===== config.mk =====
export PLATFORM = sky130hd
export DESIGN_NAME = dco_fsk_cal_ctrl
export DESIGN_NICKNAME = d
export VERILOG_FILES = /design/src/rtl/dco_fsk_cal_ctrl.sv
export SDC_FILE = /design/constraint.sdc
export NUM_CORES = 1
export LEC_CHECK = 0
export ABC_AREA = 1
export CAP_MARGIN = 20
export CORE_ASPECT_RATIO = 1.4
export CORE_UTILIZATION = 30
export CTS_CLUSTER_SIZE = 8
export DETAILED_ROUTE_END_ITERATION = 8
export PLACE_DENSITY_LB_ADDON = 0.05
export SYNTH_ARGS = -nofsm -noshare
export SYNTH_HDL_FRONTEND = slang
export SYNTH_SLANG_ARGS = --single-unit

===== constraint.sdc =====
create_clock -name REF_CLK -period 2.35 [get_ports REF_CLK]
set_input_delay 0.47 -clock REF_CLK [delete_from_list [all_inputs] [get_ports REF_CLK]]
set_output_delay 0.47 -clock REF_CLK [all_outputs]
set_load 0.01 [all_outputs]

===== src/rtl/dco_fsk_cal_ctrl.sv =====
// Coarse-code calibration controller for the FSK modem DCO: runs an MSB-first SAR per tone
// (MARK, then SPACE) against an external edge counter, then steers COARSE from TX_DATA.
module dco_fsk_cal_ctrl #(
  parameter int CODE_W  = 7,
  parameter int CW      = 12,
  parameter int SETTLE  = 8,
  parameter int TIMEOUT = 1023,
  parameter bit DIR     = 1'b0
) (
  input  logic              REF_CLK,
  input  logic              RESET_,
  input  logic              CAL_START,
  input  logic [CW-1:0]     TGT_MARK,
  input  logic [CW-1:0]     TGT_SPACE,
  input  logic              TX_DATA,
  output logic              CNT_START,
  input  logic              CNT_DONE,
  input  logic [CW-1:0]     CNT_VAL,
  output logic [CODE_W-1:0] COARSE,
  output logic [CODE_W-1:0] MARK_CODE,
  output logic [CODE_W-1:0] SPACE_CODE,
  output logic              CAL_BUSY,
  output logic              CAL_DONE,
  output logic              CAL_ERR,
  output logic [2:0]        STATE_DBG
);

  localparam int BW   = (CODE_W > 1) ? $clog2(CODE_W) : 1;
  localparam int CMAX = (SETTLE > TIMEOUT) ? SETTLE : TIMEOUT;
  localparam int CNTW = $clog2(CMAX + 1);

  localparam logic [CODE_W-1:0] MID_CODE    = CODE_W'(1) << (CODE_W - 1);
  localparam logic [BW-1:0]     TOP_BIT     = BW'(CODE_W - 1);
  localparam logic [CNTW-1:0]   SETTLE_LAST = CNTW'(SETTLE - 1);
  // The timeout counter starts at 0 in the first WAIT cycle, so firing at TIMEOUT-2 puts
  // CAL_ERR high exactly TIMEOUT cycles after the CNT_START cycle (TIMEOUT must be >= 2).
  localparam logic [CNTW-1:0]   TMO_LAST    = CNTW'(TIMEOUT - 2);

  typedef enum logic [2:0] {
    S_IDLE   = 3'd0,
    S_SET    = 3'd1,
    S_MEAS   = 3'd2,
    S_WAIT   = 3'd3,
    S_DECIDE = 3'd4,
    S_NEXT   = 3'd5
  } state_e;

  state_e              state_q, state_d;
  logic [CODE_W-1:0]   coarse_q, coarse_d;
  logic [CODE_W-1:0]   mark_q, mark_d;
  logic [CODE_W-1:0]   space_q, space_d;
  logic [CODE_W-1:0]   result_q, result_d;
  logic [BW-1:0]       bit_q, bit_d;
  logic                tone_q, tone_d;
  logic [CNTW-1:0]     cnt_q, cnt_d;
  logic [CW-1:0]       tgt_mark_q, tgt_mark_d;
  logic [CW-1:0]       tgt_space_q, tgt_space_d;
  logic [CW-1:0]       cap_q, cap_d;
  logic                cnt_start_q, cnt_start_d;
  logic                busy_q, busy_d;
  logic                done_q, done_d;
  logic                err_q, err_d;

  logic [CW-1:0]       tgt_cur;
  logic                keep;
  logic                tmo_fire;

  assign tgt_cur  = tone_q ? tgt_space_q : tgt_mark_q;
  assign keep     = DIR ? (cap_q >= tgt_cur) : (cap_q <= tgt_cur);
  assign tmo_fire = (cnt_q == TMO_LAST);

  always_ff @(posedge REF_CLK or negedge RESET_) begin
    if (!RESET_) state_q <= S_IDLE;
    else         state_q <= state_d;
  end

  always_comb begin
    state_d = state_q;
    case (state_q)
      S_IDLE:   if (CAL_START) state_d = S_SET;
      S_SET:    if (cnt_q == SETTLE_LAST) state_d = S_MEAS;
      S_MEAS:   state_d = S_WAIT;
      S_WAIT: begin
        if (CNT_DONE)      state_d = S_DECIDE;
        else if (tmo_fire) state_d = S_IDLE;
      end
      S_DECIDE: state_d = (bit_q == '0) ? S_NEXT : S_SET;
      S_NEXT:   state_d = tone_q ? S_IDLE : S_SET;
      default:  state_d = S_IDLE;
    endcase
  end

  always_comb begin
    mark_d      = mark_q;
    space_d     = space_q;
    result_d    = result_q;
    bit_d       = bit_q;
    tone_d      = tone_q;
    cnt_d       = cnt_q;
    tgt_mark_d  = tgt_mark_q;
    tgt_space_d = tgt_space_q;
    cap_d       = cap_q;
    busy_d      = busy_q;
    done_d      = done_q;
    err_d       = err_q;
    case (state_q)
      S_IDLE: begin
        if (CAL_START) begin
          tgt_mark_d  = TGT_MARK;
          tgt_space_d = TGT_SPACE;
          done_d      = 1'b0;
          err_d       = 1'b0;
          busy_d      = 1'b1;
          result_d    = '0;
          bit_d       = TOP_BIT;
          tone_d      = 1'b0;
          cnt_d       = '0;
        end
      end
      S_SET:  cnt_d = cnt_q + CNTW'(1);
      S_MEAS: cnt_d = '0;
      S_WAIT: begin
        if (CNT_DONE) begin
          cap_d = CNT_VAL;
        end else if (tmo_fire) begin
          err_d  = 1'b1;
          busy_d = 1'b0;
          done_d = 1'b0;
        end else begin
          cnt_d = cnt_q + CNTW'(1);
        end
      end
      S_DECIDE: begin
        if (keep) result_d = result_q | (CODE_W'(1) << bit_q);
        if (bit_q != '0) begin
          bit_d = bit_q - BW'(1);
          cnt_d = '0;
        end
      end
      S_NEXT: begin
        if (!tone_q) begin
          mark_d   = result_q;
          result_d = '0;
          bit_d    = TOP_BIT;
          tone_d   = 1'b1;
          cnt_d    = '0;
        end else begin
          space_d = result_q;
          done_d  = 1'b1;
          busy_d  = 1'b0;
        end
      end
      default: ;
    endcase

    // COARSE is loaded from next-state values so each trial code is on the DCO for the whole SET window.
    if (state_d == S_SET)       coarse_d = result_d | (CODE_W'(1) << bit_d);
    else if (state_d == S_IDLE) coarse_d = done_d ? (TX_DATA ? mark_d : space_d) : MID_CODE;
    else                        coarse_d = coarse_q;
    cnt_start_d = (state_d == S_MEAS);
  end

  always_ff @(posedge REF_CLK or negedge RESET_) begin
    if (!RESET_) begin
      coarse_q    <= MID_CODE;
      mark_q      <= '0;
      space_q     <= '0;
      result_q    <= '0;
      bit_q       <= '0;
      tone_q      <= 1'b0;
      cnt_q       <= '0;
      tgt_mark_q  <= '0;
      tgt_space_q <= '0;
      cap_q       <= '0;
      cnt_start_q <= 1'b0;
      busy_q      <= 1'b0;
      done_q      <= 1'b0;
      err_q       <= 1'b0;
    end else begin
      coarse_q    <= coarse_d;
      mark_q      <= mark_d;
      space_q     <= space_d;
      result_q    <= result_d;
      bit_q       <= bit_d;
      tone_q      <= tone_d;
      cnt_q       <= cnt_d;
      tgt_mark_q  <= tgt_mark_d;
      tgt_space_q <= tgt_space_d;
      cap_q       <= cap_d;
      cnt_start_q <= cnt_start_d;
      busy_q      <= busy_d;
      done_q      <= done_d;
      err_q       <= err_d;
    end
  end

  assign COARSE     = coarse_q;
  assign MARK_CODE  = mark_q;
  assign SPACE_CODE = space_q;
  assign CNT_START  = cnt_start_q;
  assign CAL_BUSY   = busy_q;
  assign CAL_DONE   = done_q;
  assign CAL_ERR    = err_q;
  assign STATE_DBG  = state_q;

endmodule


* Word-level counts from Yosys, hierarchy flattened *
Cells that the tools add are included.

word-level totals
  bits in registers = 85
  bits of input ports = 41
  output and inout port bits = 28
  word-level logic and storage cells = 98

operators by class
  equal/unequal tests = 16
  muxes and demuxes = 45
  shifts and indexed selects = 2
  order comparisons = 1
  reduce and logical (&&, ||, !) cells = 15
  add/subtract/negate cells = 2
  bitwise gates (word level) = 2

operator list
  cell                                                  count
  two-way mux 7 bit                                     11
  case mux 10 bit (6 select lines)                      1
  two-way mux 10 bit                                    5
  two-way mux 3 bit                                     8
  case mux 7 bit (3 select lines)                       1
  case mux 3 bit (6 select lines)                       1
  inequality test 2 bit, second input constant          7
  bitwise OR 7 bit                                      2
  left shift 1 x 3 -> 7 bit, first input constant       2
  less-or-equal comparator 12 bit                       1
  two-way mux 1 bit                                     12
  two-way mux 12 bit                                    1
  adder 10 x 1 -> 10 bit, second input constant         1
  equality test 10 bit, second input constant           1
  equality test 10 x 3 -> 1 bit, second input constant  1
  equality test 3 x 2 -> 1 bit, second input constant   3
  zero test 3 bit                                       3
  case mux 3 bit (3 select lines)                       1
  equality test 3 x 1 -> 1 bit, second input constant   2
  equality test 3 bit, second input constant            2
  case mux 1 bit (3 select lines)                       2
  AND reduction 2 bit                                   3
  AND reduction 6 bit                                   1
  nonzero test 2 bit                                    3
  other kinds (6)                                       8

* Logic depth before layout (Yosys ltp) *
  depth after elaboration = 7
  depth in mapped cells = 17

* Least setup slack after synthesis *
OpenSTA, ideal clock, no wires.

  kind = flip-flop to flip-flop
  start point = register tone_q
  end point = register coarse_q[2] (netlist: COARSE[2])
  path buffers = 2
  data required time = 2.226 ns
  period minus slack after synthesis = 2.011 ns
  library setup time = 0.124 ns
  stages on the path, launching flop included = 17
  arrival time = 1.886 ns
  slack = 0.339 ns
  cells stage by stage = dfrtp_1 > buf_2 > clkbuf_1 > nand2_1 > o21ai_0 > ha_1 > nand2_1 > inv_1 > nand2_1 > nor2_1 > nand2_1 > nand3_1 > nand2_1 > nand2_1 > nand3_1 > nand2_1 > nand3_1

on the way
  word-level cells in the longest chain between the ends = 6

ends and longest elaborated chain
  element                                                                      RTL line  RTL
  start, declared                                                              54        logic tone_q, tone_d;
  start signal, assigned                                                       185       tone_q <= tone_d;
  two-way mux 12 bit / two-way mux 7 bit (equally long branches)               68, 141
  less-or-equal comparator 12 bit / two-way mux 7 bit (equally long branches)  69, 106
  two-way mux 7 bit (on tied branches)                                         134, 158
  case mux 7 bit (3 select lines) / two-way mux 7 bit (equally long branches)  106, 158
  bitwise OR 7 bit / two-way mux 7 bit (equally long branches)                 157, 158
  two-way mux 7 bit                                                            157       if (state_d == S_SET) coarse_d = result_d | (CODE_W'(1) << bit_d);
  end signal, assigned                                                         180       coarse_q <= coarse_d;
  end, declared                                                                49        logic [CODE_W-1:0] coarse_q, coarse_d;

Parallel ways exist; a longest one is shown, timed or not. The select of a mux whose other input is x is not followed.
A chain may end at the register's enable or synchronous reset.

* Worst setup path in the final report *
  start point = register tone_q
  end point = register coarse_q[4] (netlist: COARSE[4])

Same word-level chain as after synthesis.

==> key figures <==
Clock tree
  – Clk Latency, worst-skew pair: 0.35 ns
  – CTS tree: done
  – Clock sink count: 85
  – Deepest clock path buffer count: 2
  – CTS H-tree depth: 3
  – CTS Hold Bufs: 0
  – Setup Fix Bufs, Post-CTS: 0
  – Clock slew at reported path FFs: 0.06 ns
  – Cts bufs inserted: 9
  – Clock Root Buffer: clkbuf_16

Power
  – Overall Power: 0.00632 W
  – P per Cell Area: 1080 nW/um2
  – Peak VDD IR: 347 uV
  – Pleak: 2.97 nW

Die
  – Core area: 15,000 um2
  – Die X: 107 um
  – Row count: 53
  – # IOs: 69
  – Starting Density: 30.8%
  – Die Area: 15,900 um2
  – Die height: 149 um

Critical path
  – Setup CP Type: reg -> reg
  – Crit end category: flop
  – Critical Path Start Type: flop
  – Critical path fanouts, max: 24
  – WP data arrival: 2.38 ns
  – Data required time of the worst path: 2.58 ns

Routing
  – Vias after detailed routing: 3,968
  – DRC Markers: 0
  – DRT antenna net count: 0
  – Vias per inst: 4.53
  – DRT Wirelength: 12.9 mm
  – Initial DRC Count: 151
  – Routed len/inst: 14.8 um
  – Drt pass-1 iters: 4

Global routing
  – Total congestion overflow: 0
  – Largest net degree at the start of global routing: 39
  – GRT Util Overall: 17.8%
  – Vias in the first global route: 4,126
  – First-pass GRT wire length: 21.4 mm
  – Initial antenna violation count: 0

Logic synthesis
  – Avg Inst Size Synth: 7.60 um2
  – Number of synthesized register bits: 85
  – Ys flop type: dfrtp_1
  – Sequential-to-total area share from yosys stat: 46.1%
  – Mapped Area: 4610 um2
  – Cell variety after synth: 32
  – Number of synthesis warnings: 0
  – Area leader, netlist: dfrtp_1
  – Post-synth top area share: 45.6%
  – EDFF count, synth: 0
  – Syn_nets: 667
  – Ranking of synthesized cells by area: dfrtp_1, nand2_1, ha_1, inv_1, nand3_1
  – Synth Instances: 607
  – FFs w/ async S/R, synth: 100%

Layout
  – Share of cells above drive strength 1: 9.06%
  – Commonest non-fill, non-tap cells in the layout: nand2_1, dfrtp_1, clkdlybuf4s50_1, inv_1, nand3_1
  – # fillers: 1,600
  – Final instance area: 5850 um2
  – Net count, final: 739
  – Commonest non-fill, non-tap cell in the layout: nand2_1
  – # diodes: 0
  – Area grow syn2layout: 26.7%

Outcome
  – Status: completed

Timing
  – RSZ-0062 raised after global routing: false
  – Setup TNS: 0 ns
  – Worst clock skew: 0.00437 ns
  – Slew HR: 62.8%
  – Crit share post-route: 91.8%
  – Worst Max-Slew Pin Slew: 0.553 ns
  – Pins Over Slew Limit: 0
  – Final setup viols: 0
  – Min Tclk post-route: 2.16 ns
  – Fmax: 0.463 GHz
  – Final hold violation count: 0
  – Min Hold Slack: 0.106 ns

Place
  – Placed Area: 5550 um2
  – PortBufs: 68
  – DP HPWL: 9.88 mm
  – Routability cong.: 0.867

Hold path
  – Worst min path class: in -> async

Job
  – # Max-Cap Violations: 0
## power breakdown
group          internal [W]  switching (W)
Sequential          0.00193       0.000314
Clock              0.000846       0.000591
Combinational       0.00104        0.00160
## kinds of logic after synthesis
group / Yosys count / share of synthesized area, %
AOI/OAI and AO/OA: 64 / 7.38
xor gates and xnor gates: 4 / 0.760
adders and majority gates: 19 / 5.15
buffers and inverters: 91 / 7.70
DFF: 85 / 46.1
and+or+nand+nor: 344 / 32.9
## cell type report
class	instances	area (um2)	share of cell area, %
multi-input combinational	431	2130	36.5
sequential	85	2130	36.4
timing repair buffer	77	771	13.2
inverter	75	282	4.82
clock buffer	11	243	4.15
tap	192	240	4.11
clock inverter	5	50.0	0.856
## sequential cells by signal (all words and copies together) (netlist names)
signal       count
CNT_START        1
MARK_CODE        7
tone_q           1
COARSE           7
CAL_DONE         1
tgt_mark_q      12
CAL_BUSY         1
result_q         7
STATE_DBG        3
cnt_q           10
bit_q            3
tgt_space_q     12
cap_q           12
SPACE_CODE       7
CAL_ERR          1
## path summary, 6_finish.rpt
check / startpoint / endpoint / slack, ns / cells past startpoint
worst min register to register: tgt_mark_q[7] / tgt_mark_q[7] / 0.47 / 2
max in group asynchronous: RESET_ / SPACE_CODE[4] / 1.54 / 2
worst max-delay path: tone_q / COARSE[4] / 0.19 / 15
worst min-delay path: RESET_ / tgt_space_q[2] / 0.11 / 1
worst max register to register: tone_q / COARSE[4] / 0.19 / 15
min in group REF_CLK: tgt_mark_q[7] / tgt_mark_q[7] / 0.47 / 2
## critical path: stages (launching register included)
cell and delay, ns:
dfrtp_2 0.44, buf_12 0.16, nand2_1 0.07, o21ai_0 0.11, ha_1 0.29, nand2_1 0.06, inv_1 0.05, nand2_1 0.05
nor2_1 0.15, nand2_1 0.07, nand3_1 0.08, nand2_2 0.11, nand2_1 0.13, nand3_1 0.09, nand2_1 0.08, nand3_1 0.07
## metrics by stage
step                utilization (%)  setup WS (ns)  instances
floorplan                         -          0.339        607
global placement               37.0          0.147        860
detailed placement             37.0          0.114        860
CTS                            39.0          0.104        876
global route                   39.0        0.00221        876
finish                         39.0          0.192        876
## cells in the mapped netlist, types with 2 or more instances
cell type,n
nand2_1,231
dfrtp_1,84
inv_1,63
nand3_1,44
o21ai_0,35
nor2_1,32
ha_1,19
o21ai_1,16
inv_2,12
nand4_1,10
clkbuf_1,8
a21oi_1,7
buf_2,5
nor3_1,5
nand3_2,4
nor2_4,4
o21ai_2,4
xor2_1,4
buf_4,2
nand3_4,2
nand3b_1,2
nor2_2,2
nor4_1,2
or2_2,2
## metal layers
metal	wire length, um	global-route usage [%]
met1	5440	20.3
met2	6730	32.4
met3	446	2.63
met4	323	8.22
met5	0	0
## what timing repair did
item | CTS | global route
hold endpoints to repair | 0 | 0
gates resized for setup | 0 | 2
endpoints found under the setup margin | 0 | 7
Power figures use the tool's default switching activity.
